`config.mk`:
```
export PLATFORM = sky130hd
export DESIGN_NAME = match_scorer
export DESIGN_NICKNAME = d
export VERILOG_FILES = /design/src/rtl/game_pkg.sv /design/src/rtl/seg7_digit.sv /design/src/rtl/match_scorer.sv
export SDC_FILE = /design/constraint.sdc
export NUM_CORES = 1
export LEC_CHECK = 0
export ABC_CLOCK_PERIOD_IN_PS = 1750
export BUFFER_PORTS_ARGS = -buffer_cell sky130_fd_sc_hd__clkbuf_2
export CAP_MARGIN = 20
export CORE_ASPECT_RATIO = 1.5
export CORE_UTILIZATION = 52
export DETAILED_ROUTE_END_ITERATION = 10
export GPL_ROUTABILITY_DRIVEN = 0
export GPL_TIMING_DRIVEN = 0
export PLACE_DENSITY = 0.83
export SYNTH_ARGS = -nofsm -noshare
export SYNTH_HDL_FRONTEND = slang
export SYNTH_HIERARCHICAL = 1
export SYNTH_SLANG_ARGS = --single-unit
```
`constraint.sdc`:
```
create_clock -name clk -period 1.75 [get_ports clk]
set_clock_uncertainty 0.05 [all_clocks]
set_input_delay 0 -clock clk [delete_from_list [all_inputs] [get_ports clk]]
set_output_delay 0 -clock clk [all_outputs]
set_load 0.05 [all_outputs]
```
`src/rtl/game_pkg.sv`:
```
// Shared types and constants for the match scorer: FSM state encoding and
// the active-low 7-segment table (digits 0-9, index 10 is blank).
package game_pkg;

  typedef enum logic [1:0] {
    StPlay = 2'd0,
    StHold = 2'd1,
    StOver = 2'd2
  } state_e;

  localparam logic [3:0] DigitBlank = 4'd10;
  localparam logic [6:0] SegBlank   = 7'b1111111;

  // Packed table, index 10 is the most significant entry.
  localparam logic [10:0][6:0] SegTable = {
    SegBlank,   // 10
    7'b0010000, // 9
    7'b0000000, // 8
    7'b1111000, // 7
    7'b0000010, // 6
    7'b0010010, // 5
    7'b0011001, // 4
    7'b0110000, // 3
    7'b0100100, // 2
    7'b1111001, // 1
    7'b1000000  // 0
  };

endpackage

```
`src/rtl/seg7_digit.sv`:
```
// Active-low 7-segment decoder; 10 and any out-of-range value show blank.
module seg7_digit
  import game_pkg::*;
(
  input  logic [3:0] value,
  output logic [6:0] seg
);

  always_comb begin
    seg = SegBlank;
    if (value <= DigitBlank) begin
      seg = SegTable[value];
    end
  end

endmodule

```
`src/rtl/match_scorer.sv`:
```
// Two-player round/match scorer: counts round wins, holds the playfield for a
// fixed number of cycles between rounds and freezes once a player wins.
module match_scorer
  import game_pkg::*;
#(
  parameter int unsigned WINS_NEEDED = 3,
  parameter int unsigned HOLD_CYCLES = 4
) (
  input  logic       clk,
  input  logic       reset,
  input  logic       LED9,
  input  logic       LED1,
  input  logic       L,
  input  logic       R,
  output logic [6:0] hex_p1,
  output logic [6:0] hex_p2,
  output logic [6:0] winner,
  output logic       round_reset,
  output logic       match_over
);

  localparam int unsigned ScoreW = $clog2(WINS_NEEDED + 1);
  localparam int unsigned HoldW  = (HOLD_CYCLES > 1) ? $clog2(HOLD_CYCLES) : 1;

  localparam logic [ScoreW-1:0] WinsVal  = ScoreW'(WINS_NEEDED);
  localparam logic [HoldW-1:0]  HoldLoad = HoldW'(HOLD_CYCLES - 1);

  state_e              state_q, state_d;
  logic [ScoreW-1:0]   score1_q, score1_d;
  logic [ScoreW-1:0]   score2_q, score2_d;
  logic [HoldW-1:0]    hold_q, hold_d;

  logic p1_evt, p2_evt;
  logic [3:0] win_digit;

  // Simultaneous presses cancel, so both-LEDs-lit is resolved by L/R alone.
  assign p1_evt = LED9 & L & ~R;
  assign p2_evt = LED1 & R & ~L;

  always_comb begin
    state_d  = state_q;
    score1_d = score1_q;
    score2_d = score2_q;
    hold_d   = hold_q;
    case (state_q)
      StPlay: begin
        if (p1_evt) begin
          score1_d = score1_q + 1'b1;
          state_d  = (score1_d == WinsVal) ? StOver : StHold;
          hold_d   = HoldLoad;
        end else if (p2_evt) begin
          score2_d = score2_q + 1'b1;
          state_d  = (score2_d == WinsVal) ? StOver : StHold;
          hold_d   = HoldLoad;
        end
      end
      StHold: begin
        if (hold_q == '0) begin
          state_d = StPlay;
        end else begin
          hold_d = hold_q - 1'b1;
        end
      end
      StOver: ;
      default: state_d = StPlay;
    endcase
  end

  always_ff @(posedge clk) begin
    if (!reset) begin
      state_q  <= StPlay;
      score1_q <= '0;
      score2_q <= '0;
      hold_q   <= '0;
    end else begin
      state_q  <= state_d;
      score1_q <= score1_d;
      score2_q <= score2_d;
      hold_q   <= hold_d;
    end
  end

  assign round_reset = (state_q == StHold);
  assign match_over  = (state_q == StOver);

  always_comb begin
    win_digit = DigitBlank;
    if (state_q == StOver) begin
      win_digit = (score1_q == WinsVal) ? 4'd1 : 4'd2;
    end
  end

  seg7_digit u_seg_p1 (
    .value (4'(score1_q)),
    .seg   (hex_p1)
  );

  seg7_digit u_seg_p2 (
    .value (4'(score2_q)),
    .seg   (hex_p2)
  );

  seg7_digit u_seg_win (
    .value (win_digit),
    .seg   (winner)
  );

endmodule

```
==> flow_metrics.env <==
export IMPL_status="finished with violations"
export IMPL_violations="setup timing"
export IMPL_tightest_slew_ns=1.460
export IMPL_syn_instance_count=146
export IMPL_post_dp_cell_area_mm2=0.001414
export IMPL_synth_top_area_cell="ha_1"
export IMPL_worst_path_max_fanout=5
export IMPL_coreArea_mm2=0.002002
export IMPL_fin_worst_hold_slack_ns=0.1833
export IMPL_rows=20
export IMPL_path_clk_slew_ns=0.06
export IMPL_ys_warn_count=6
export IMPL_multi_input_area_mm2=0.001016
export IMPL_antenna_found_initial=0
export IMPL_clock_sinks=8
export IMPL_fin_cells=235
export IMPL_power_leakage_nw=0.7678
export IMPL_relSlewSlack_pct=1.638
export IMPL_final_seq_area_um2=176.4
export IMPL_min_path_cells=4
export IMPL_io_buffers=26
export IMPL_netlist_top_cells_area="ha_1 (22%), dfxtp_1 (15%), a21oi_1 (7.3%)"
export IMPL_crit_type="flip-flop to primary output"
export IMPL_vias_per_cell=5.111
export IMPL_max_cap_violations=0
export IMPL_yosys_top_cells_count="inv_1 (20), ha_1 (19), a21oi_1 (16), o21ai_0 (12), nor2_1 (10)"
export IMPL_die_area_mm2=0.002294
export IMPL_drt_antenna_violating_nets=0
export IMPL_r2r_start="score2_q[0]"
export IMPL_ys_ff_latch=8
export IMPL_worstSetupEndpointType="primary output"
export IMPL_final_cell_area_mm2=0.001672
export IMPL_hp_start="LED1"
export IMPL_p_per_area_mw_per_mm2=413.3
export IMPL_drt_iter0_drc=30
export IMPL_drive_gt1_share_pct=37.09
export IMPL_die_y_um=58.17
export IMPL_finalSetupTns_ns=-0.3458
export IMPL_crit_start="score1_q[1]"
export IMPL_yosysMostFrequentCell="inv_1"
export IMPL_cts_buffers_inserted=3
export IMPL_worstHoldPathType="primary input to flip-flop"
export IMPL_wl_per_cell_um=10.87
export IMPL_max_freq_mhz=531.9
export IMPL_diodes=0
export IMPL_htree_levels=1
export IMPL_hpwl_mm=1.828
export IMPL_syn_area_mm2=0.001094
export IMPL_drcViolationCount=0
export IMPL_worstSetupStartpointType="flip-flop"
export IMPL_cts_tree="built"
export IMPL_grtUsageTotal_pct=23.94
export IMPL_place_ws_ns=-0.1158
export IMPL_slew_viol_final=0
export IMPL_finalHoldViolations=0
export IMPL_period_needed_ns=1.880
export IMPL_synthArstFlopShare_pct=0
export IMPL_fin_nets=240
export IMPL_syn_area_per_cell_um2=7.490
export IMPL_required_ns=1.70
export IMPL_area_growth_pct=52.86
export IMPL_cts_path_max_buffers=2
export IMPL_rsz0062_at_grt="true"
export IMPL_dr_pass1_iters=4
export IMPL_grt_max_degree=11
export IMPL_drt_wl_total_mm=2.555
export IMPL_grt_remaining_overflow=0
export IMPL_reg2regPathDepth=4
export IMPL_setup_violations=3
export IMPL_grt_pass1_wl_mm=4.105
export IMPL_start_util_pct=54.63
export IMPL_finalPower_mw=0.6908
export IMPL_irDropWorstVdd_mv=0.3628
export IMPL_grt_pass1_vias=1085
export IMPL_finalCritPeriodShare_pct=107.4
export IMPL_synth_seq_area_share_pct=14.65
export IMPL_ios=29
export IMPL_worst_slack_ns=-0.1300
export IMPL_synth_lib_cells_used_distinct=33
export IMPL_fillers=135
export IMPL_ys_flop_type="dfxtp_1"
export IMPL_cts_root_buf="clkbuf_4"
export IMPL_synth_edf_count=0
export IMPL_postLayoutCoreUtil_pct=83.50
export IMPL_clk_latency_ns=0.26
export IMPL_dr_total_vias=1201
export IMPL_crit_arrival_ns=1.83
export IMPL_place_inst=219
export IMPL_fp_dieW_um=39.45
export IMPL_yosysTopAreaCellShare_pct=21.74
layout by cell type (no fill, tap or decap), drive strengths merged, types with 2 or more instances in the layout:
cell type	count
nand2b	6
buf	27
or3	2
xor2	3
or2	4
a31oi	9
a21oi	19
inv	22
nor3	3
nand3b	2
a211oi	2
conb	26
dfxtp	8
nor2	10
clkbuf	17
o21ai	15
ha	19
nand3	2
o31a	4
state kept, by name, indices dropped and copies added (netlist names):
| signal | cells |
|---|---|
| score1_q | 2 |
| hold_q | 2 |
| score2_q | 2 |
| state_q | 2 |
area by class of cell:
cell class	instances	share of cell area, %
Multi-Input combinational cell	137	60.78
Timing Repair Buffer	39	17.66
Sequential cell	8	10.55
Inverter	23	5.988
Buffer	3	2.021
Tap cell	22	1.647
Clock buffer	3	1.347
report_power, final:
part,switching (mW),internal [mW]
registers,0.0138,0.193
clock network,0.0623,0.0785
logic,0.232,0.111
timing repair:
item,4_1_cts,5_1_grt
setup buffers,6,6
hold buffers,1,0
resized for setup,25,27
hold endpoints to repair,1,0
pin swaps,4,5
setup endpoints to repair,10,13
cells by family after synthesis:
kind of cell	count (synthesis)	share of synthesized area, %
compound gates	53	29.75
simple gates	35	19.22
buf+inv	26	10.98
fa+ha+maj	19	21.74
flops	8	14.64
xor+xnor	3	2.403
other cells	1	0.3429
mux	1	0.9154
path summary, 6_finish.rpt:
check | end | slack [ns]
min | score2_q[1] | 0.18
max reg2reg | score2_q[1] | 0.35
min reg2reg | state_q[1] | 0.41
max | winner[0] | -0.13
critical path: stages, from the launching register on:
cell	delay (ns)
dfxtp_4	0.35
ha_4	0.15
and2_4	0.19
inv_6	0.08
inv_6	0.04
ha_4	0.14
or2_4	0.23
a21oi_4	0.19
nor2_4	0.06
buf_8	0.15
per-layer routing:
| metal | share of wire (%) | GRT usage, % | wire length [um] | up-vias |
|---|---|---|---|---|
| li1 | - | - | - | 619 |
| met1 | 38 | 24.41 | 971 | 555 |
| met2 | 58 | 45.90 | 1473 | 21 |
| met3 | 2.1 | 2.682 | 53 | 6 |
| met4 | 2.2 | 8.374 | 56 | 0 |
| met5 | 0 | 0 | 0 | - |
(Power assumes the default switching activity.)
